## config.mk

```make
export PLATFORM = sky130hd
export DESIGN_NAME = timer
export DESIGN_NICKNAME = d
export VERILOG_FILES = /design/src/rtl/timer_pkg.sv /design/src/rtl/timer_prescaler.sv /design/src/rtl/timer.sv
export SDC_FILE = /design/constraint.sdc
export NUM_CORES = 1
export LEC_CHECK = 0
export ABC_AREA = 0
export CORE_MARGIN = 1
export CORE_UTILIZATION = 35
export DETAILED_ROUTE_END_ITERATION = 7
export GPL_TIMING_DRIVEN = 0
export REMOVE_ABC_BUFFERS = 1
export SETUP_SLACK_MARGIN = 0.1
export SYNTH_ARGS = -nofsm -noshare
export SYNTH_HDL_FRONTEND = slang
export SYNTH_HIERARCHICAL = 1
export SYNTH_SLANG_ARGS = --single-unit
```

## constraint.sdc

```tcl
create_clock -name Clk -period 6.7 [get_ports Clk]
set_clock_uncertainty 0.2 [all_clocks]
set_input_delay 1.005 -clock Clk [delete_from_list [all_inputs] [get_ports Clk]]
set_output_delay 1.005 -clock Clk [all_outputs]
set_load 0.02 [all_outputs]
```

## src/rtl/timer_pkg.sv

```systemverilog
// Shared definitions for the timer: FSM encoding, register offsets, CTRL fields, modes.
// Pure declarations; no latency, no backpressure.
package timer_pkg;

    typedef enum logic [1:0] {
        S_IDLE = 2'd0,
        S_LOAD = 2'd1,
        S_CNT  = 2'd2,
        S_INT  = 2'd3
    } state_t;

    localparam logic [1:0] ADDR_CTRL   = 2'd0;
    localparam logic [1:0] ADDR_PRESET = 2'd1;
    localparam logic [1:0] ADDR_COUNT  = 2'd2;

    localparam int CTRL_EN      = 0;
    localparam int CTRL_MODE_LO = 1;
    localparam int CTRL_IM      = 3;
    localparam int CTRL_P_LO    = 4;

    localparam logic [1:0] MODE_ONESHOT = 2'b00;
    localparam logic [1:0] MODE_RELOAD  = 2'b01;

    // Encodings 1x fall back to one-shot behaviour.
    function automatic logic is_reload(input logic [1:0] mode);
        return mode == MODE_RELOAD;
    endfunction

endpackage

```

## src/rtl/timer_prescaler.sv

```systemverilog
// Free-running divider: tick_o is high one cycle in every 2^exp_i; clr_i restarts the period.
// Combinational tick from registered count; no backpressure.
module timer_prescaler (
    input  logic       Clk,
    input  logic       Reset,
    input  logic       clr_i,
    input  logic [3:0] exp_i,
    output logic       tick_o
);

    logic [14:0] cnt_q;
    logic [14:0] limit;

    // exp_i=15 wraps the shift to zero, so limit becomes all-ones (2^15-1) as required.
    assign limit  = (15'd1 << exp_i) - 15'd1;
    // >= keeps the period bounded if the exponent is lowered mid-period.
    assign tick_o = (cnt_q >= limit);

    always_ff @(posedge Clk or posedge Reset) begin
        if (Reset) begin
            cnt_q <= '0;
        end else if (clr_i || tick_o) begin
            cnt_q <= '0;
        end else begin
            cnt_q <= cnt_q + 15'd1;
        end
    end

endmodule

```

## src/rtl/timer.sv

```systemverilog
// Bus-mapped countdown timer (one-shot / auto-reload) with maskable IRQ; reads are zero-latency,
// writes land on the We edge, no backpressure. Optional prescaler under TIMER_PRESCALE_EN.
module timer
    import timer_pkg::*;
#(
    parameter int WIDTH = 32
) (
    input  logic             Clk,
    input  logic             Reset,
    input  logic [1:0]       Addr,
    input  logic             We,
    input  logic [3:0]       Be,
    input  logic [WIDTH-1:0] Din,
    output logic [WIDTH-1:0] Dout,
    output logic             IRQ
);

`ifdef TIMER_PRESCALE_EN
    localparam logic [7:0] CTRL_WMASK = 8'hFF;
`else
    localparam logic [7:0] CTRL_WMASK = 8'h0F;
`endif

    state_t           state_q, state_d;
    logic [7:0]       ctrl_q, ctrl_d;
    logic [WIDTH-1:0] preset_q, preset_d;
    logic [WIDTH-1:0] count_q, count_d;
    logic             pend_q, pend_d;
    logic [WIDTH-1:0] be_mask;
    logic [1:0]       mode;
    logic             tick;

    assign mode = ctrl_q[CTRL_MODE_LO +: 2];

    for (genvar g = 0; g < WIDTH; g++) begin : g_be
        assign be_mask[g] = Be[g / 8];
    end

`ifdef TIMER_PRESCALE_EN
    timer_prescaler u_prescaler (
        .Clk    (Clk),
        .Reset  (Reset),
        .clr_i  (state_q == S_LOAD),
        .exp_i  (ctrl_q[CTRL_P_LO +: 4]),
        .tick_o (tick)
    );
`else
    assign tick = 1'b1;
`endif

    always_comb begin
        state_d  = state_q;
        ctrl_d   = ctrl_q;
        preset_d = preset_q;
        count_d  = count_q;
        pend_d   = pend_q;

        unique case (state_q)
            S_IDLE: if (ctrl_q[CTRL_EN]) state_d = S_LOAD;
            S_LOAD: begin
                count_d = preset_q;
                state_d = (preset_q == '0) ? S_INT : S_CNT;
            end
            S_CNT: begin
                if (!ctrl_q[CTRL_EN]) begin
                    state_d = S_IDLE;
                end else if (tick) begin
                    count_d = count_q - WIDTH'(1);
                    if (count_q == WIDTH'(1)) state_d = S_INT;
                end
            end
            S_INT: begin
                if (is_reload(mode)) begin
                    state_d = S_LOAD;
                end else begin
                    ctrl_d[CTRL_EN] = 1'b0;
                    pend_d          = 1'b1;
                    state_d         = S_IDLE;
                end
            end
            default: state_d = S_IDLE;
        endcase

        // Bus writes are applied last so they override same-edge FSM updates.
        if (We) begin
            unique case (Addr)
                ADDR_CTRL: begin
                    if (Be[0]) ctrl_d = Din[7:0] & CTRL_WMASK;
                    pend_d = 1'b0;
                end
                ADDR_PRESET: preset_d = (Din & be_mask) | (preset_q & ~be_mask);
                default: ;
            endcase
        end
    end

    always_ff @(posedge Clk or posedge Reset) begin
        if (Reset) begin
            state_q  <= S_IDLE;
            ctrl_q   <= '0;
            preset_q <= '0;
            count_q  <= '0;
            pend_q   <= 1'b0;
        end else begin
            state_q  <= state_d;
            ctrl_q   <= ctrl_d;
            preset_q <= preset_d;
            count_q  <= count_d;
            pend_q   <= pend_d;
        end
    end

    always_comb begin
        unique case (Addr)
            ADDR_CTRL:   Dout = {{(WIDTH-8){1'b0}}, ctrl_q};
            ADDR_PRESET: Dout = preset_q;
            ADDR_COUNT:  Dout = count_q;
            default:     Dout = '0;
        endcase
    end

    assign IRQ = ctrl_q[CTRL_IM] & ((state_q == S_INT) | pend_q);

endmodule

```

==> After elaboration in Yosys (flattened, before gate mapping) <==
Index checks and enable logic that the tools add are counted.
{ "word_totals": {"regBits": 71, "romBits": 0, "out_inout_bits": 33, "ram_bits": 0, "wordCells": 49, "latch_bits": 0, "n_memories": 0} }
{ "classes": {"bitwise_logic": 6, "multipliers": 0, "div_mod_pow": 0, "n_shift": 0, "n_reduce_logical": 8, "magnitude_cmp": 0, "muxes": 18, "n_eq_ne": 10, "n_addsub": 1} }
{ "ops": {"columns": ["operator", "count"], "rows": [
  ["one-hot mux 32 bit (3 select lines)", 1],
  ["bitwise AND 32 bit", 2],
  ["one-hot mux 32 bit (2 select lines)", 1],
  ["== test 32 x 1 -> 1 bit (second input constant)", 1],
  ["zero test 32 bit", 1],
  ["two-way mux 32 bit", 1],
  ["inverter 32 bit", 1],
  ["OR 32 bit", 1],
  ["subtractor 32 x 1 -> 32 bit (second input constant)", 1],
  ["two-way mux 1 bit", 11],
  ["one-hot mux 2 bit (4 select lines)", 1],
  ["== test 2 x 1 -> 1 bit (second input constant)", 3],
  ["== test 2 bit (second input constant)", 3],
  ["two-way mux 2 bit", 3],
  ["AND reduction 2 bit", 3],
  ["zero test 2 bit", 2],
  ["!= test 2 bit (second input constant)", 2],
  ["!= test 3 bit (second input constant)", 1],
  ["AND reduction 3 bit", 1],
  ["nonzero test 2 bit", 1],
  ["bitwise AND 1 bit", 1],
  ["OR 1 bit", 1]
]} }

==> Logic depth before layout (Yosys ltp) <==
Gate-level depths: netlist of the first run.
{ "depth": {"ltp_word": 6, "ltp_mapped": 8} }

==> Least setup slack after synthesis of the first run <==
OpenSTA, ideal clock, no wires.
{ "synth_path": {"kind": "in2out", "start": "in Addr[1]", "end": "out Dout[10]", "required_time_ns": 5.495, "cell_stages": 5, "path_buffers": 3, "arrival_time_ns": 2.275, "path_slack_ns": 3.220, "path_cell_list": "clkbuf_1 -> nor2b_1 -> clkbuf_1 -> buf_1 -> a22o_1"} }
{ "synth_between": {"elab_chain_cells": 2, "word_cells_on_any_way": 4} }
{ "synth_rtl": {"columns": ["element", "line", "source"], "rows": [
  ["from (decl)", "timer.sv:10", "input logic [1:0] Addr,"],
  ["== test 2 bit, or another cell as far along", "timer.sv:114", "unique case (Addr)"],
  ["one-hot mux 32 bit (3 select lines) *", "timer.sv:114", null],
  ["to (decl)", "timer.sv:14", "output logic [WIDTH-1:0] Dout,"]
]} }
Every way passes the cells marked *; elsewhere a longest branch is shown, timed or not.

==> Final worst setup path of the first run <==
{ "layout_path": {"start": "in Addr[1]", "end": "out Dout[31]"} }
Same word-level chain as after synthesis.

==> results of run 1 <==
## through the flow
step	std cells	instance area, um^2	setup WS, ns
2_1_floorplan	385	4110	2.85
3_3_place_gp	601	5020	0.642
3_5_place_dp	605	5130	2.13
4_1_cts	621	5420	2.12
5_1_grt	621	5420	1.99
6_report	621	5420	2.10
## worst min path at each step
stage               slack (ns)                   from                    end
floorplan                 0.29       pend_q$_DFF_PP0_       pend_q$_DFF_PP0_
detailed placement        0.32  ctrl_q[3]$_DFFE_PP0P_  ctrl_q[3]$_DFFE_PP0P_
CTS                       0.33  ctrl_q[3]$_DFFE_PP0P_  ctrl_q[3]$_DFFE_PP0P_
finish                    0.33  ctrl_q[3]$_DFFE_PP0P_  ctrl_q[3]$_DFFE_PP0P_
global route              0.35       pend_q$_DFF_PP0_       pend_q$_DFF_PP0_
global placement          0.31  ctrl_q[3]$_DFFE_PP0P_  ctrl_q[3]$_DFFE_PP0P_
## layout make-up
class	instances	area, um^2	area share, %
sequential	71	1780	32.8
clock inverter	4	45.0	0.831
inverter	4	17.5	0.323
tap	143	179	3.30
multi-input combinational	310	2330	42.9
clock buffer	12	246	4.55
timing repair buffer	77	826	15.2
## per-layer routing
| layer | track usage (%) | vias up |
|---|---|---|
| met5 | 0 | - |
| met4 | 6.58 | 0 |
| met3 | 3.54 | 17 |
| met2 | 27.9 | 88 |
| met1 | 25.1 | 1693 |
| li1 | - | 1656 |
## logic make-up (layout without fill, tap and decap cells)
logic type / count (synthesis) / after routing / synth area share [%]
simple gates: 137 / 137 / 20.7
compound gates: 98 / 98 / 16.0
flops: 71 / 71 / 42.0
mux: 45 / 45 / 11.7
buf+inv: 33 / 97 / 3.28
xor+xnor: 28 / 28 / 5.80
fa+ha+maj: 2 / 2 / 0.591
## cells in the mapped netlist, drive strengths merged (4+ instances only)
library cell / number
dfrtp: 71
a21oi: 27
nor2b: 30
nor4: 19
a31oi: 4
mux2: 35
nor2: 17
nand4: 5
xnor2: 22
a22o: 28
o21ai: 10
xor2: 6
inv: 4
or3: 5
a211oi: 25
clkbuf: 20
mux2i: 10
buf: 9
nor3: 12
nand3: 9
nand2: 21
## power groups by stage
stage	Clock [mW]	Sequential (mW)	Combinational [mW]
6_report	0.472	0.870	0.822
3_3_place_gp	0	0.913	0.735
5_1_grt	0.503	0.902	0.906
4_1_cts	0.484	0.867	0.827
3_5_place_dp	0	0.874	0.822
2_1_floorplan	0	0.826	0.564
==> results.toml, run 1 <==
[outcome]
status = "finished with violations"
violations = "design-rule violations"

[floorplan]
start_util_pct = 36.4
row_count = 39
dieArea_mm2 = 0.0125
die_h_um = 112
die_w_um = 112
core_mm2 = 0.0116
io_pins = 74

[route]
met3WireLength_um = 548
drt-met1-wl_um = 5200
wl_um = 10900
drt-pass1-iter-count = 6
wl_met2_um = 4960
via_per_inst = 5.56
num_vias = 3454
top_layer = "met4"
drc = 7
ant_nets = 0
avgRoutedWirePerCell_um = 17.6
drtIter0Drc = 207

[critical_path]
worstSetupEndpointType = "output pin"
r2r-start = "count_q[9]$_DFFE_PP0P_"
cp.arrival_ns = 3.39
worstSetupPathType = "in2out"
worstSetupStartpointType = "input pin"
crit_end = "Dout[31]"
crit_fanout = 36
path_buf_inv = 2
r2r_end = "count_q[26]$_DFFE_PP0P_"
crit_start = "Addr[1]"
reg2regPathDepth = 5
r2r_slack_ns = 3.90
crit_cells = 4
path_cells = "clkdlybuf4s50_1, nor2b_4, a22o_1, clkdlybuf4s50_1"
cp_top_family = "buffers and inverters"
cp.required_ns = 5.49
cp_slowest_cell = "nor2b_4"
cp_slowest_stage_delay_ns = 0.85
cpMostUsedCell = "clkdlybuf4s50_1"

[synth]
synth.area.top_cells = "dfrtp_1 42%, mux2_2 9.3%, a22o_1 5.8%, xnor2_1 4.6%, a211oi_1 4.4%"
async_flop_share_pct = 100
ys_ff_latch = 71
synth.avg_cell_area_um2 = 10.2
yosys.cell_types.count = 47
postSynthCellCount = 414
synth_edf_count = 0
syn-cell-area_mm2 = 0.00423
yosys_most_used_dff = "dfrtp_1"
ys_warn_count = 6
yosysTopAreaCell = "dfrtp_1"
seq_area_frac_synth_pct = 42.0
synth_top_area_share_pct = 42.0

[clocking]
clk_latency_ns = 0.33
ctsHoldBuffers = 0
root_buffer = "clkbuf_16"
cts_buffers = 9
clock_path_buffers = 2
cts_setup_buffers = 0
h-tree-depth = 3
clk_transition_reported_paths_ns = 0.05
cts_resized = 0
clock-sinks = 71
cts_tree = "yes"

[sta]
period_share_pct = 68.6
whs_ns = 0.332
rsz0062_at_grt = "false"
final-hold-violation-count = 0
fmax_mhz = 218
min_period_ns = 4.60
fin_setup_tns_ns = 0
tightestPinTransition_ns = 0.974
maxSlewHeadroom_pct = 35.0
slew_violations = 0
setup_viol = 0

[layout]
drive_gt1_share_pct = 15.5
fin_nets = 516
diodes = 0
fin_util_pct = 46.7
area_growth_pct = 28.1
final_cell_mix = "73 x clkdlybuf4s50_1, 69 x dfrtp_1, 35 x mux2_2"
fill_cells = 1100
final_common_cell = "clkdlybuf4s50_1"

[global_routing]
grt_max_degree = 49
grt_overflow = 0
grt_pass1_vias = 3360
grt_pass1_wl_um = 17600
antenna_found_initial = 0
track_usage_pct = 18.0

[power]
p_leak_nw = 2.04
combPwrFrac_pct = 38.0
p_sw_uw = 849
swShare_pct = 39.2
power_mw = 2.16
pwr-share-seq_pct = 40.2
p_int_mw = 1.31
vdd.ir_drop.worst_v = 0.000156
power_density_mw_per_mm2 = 399
p_clk_share_pct = 21.8

[min_path]
hp-class = "reg2reg"
hold_depth = 1

[place]
gp_congestion = 0.822
dp_hpwl_um = 7720
port_buffers = 73

[job]
maxCapViolCount = 0
(Power assumes the default switching activity.)
==> inputs of run 2 (changes only) <==
==> constraint.sdc (replaced) <==
create_clock -name Clk -period 4.35 [get_ports Clk]
set_clock_uncertainty 0.2 [all_clocks]
set_input_delay 0.6525 -clock Clk [delete_from_list [all_inputs] [get_ports Clk]]
set_output_delay 0.6525 -clock Clk [all_outputs]
set_load 0.02 [all_outputs]
==> results of run 2 <==
Same layout as run 1 (identical final DEF). Status: finished with violations: design-rule violations.
Main changes from that run: setup slack after placement 2.13 ns -> 0.480 ns; setup slack after layout 2.10 ns -> 0.459 ns; register-to-register setup slack 3.90 ns -> 1.55 ns; total power 2.16 mW -> 3.33 mW; worst IR drop on VDD 0.000156 V -> 0.000241 V
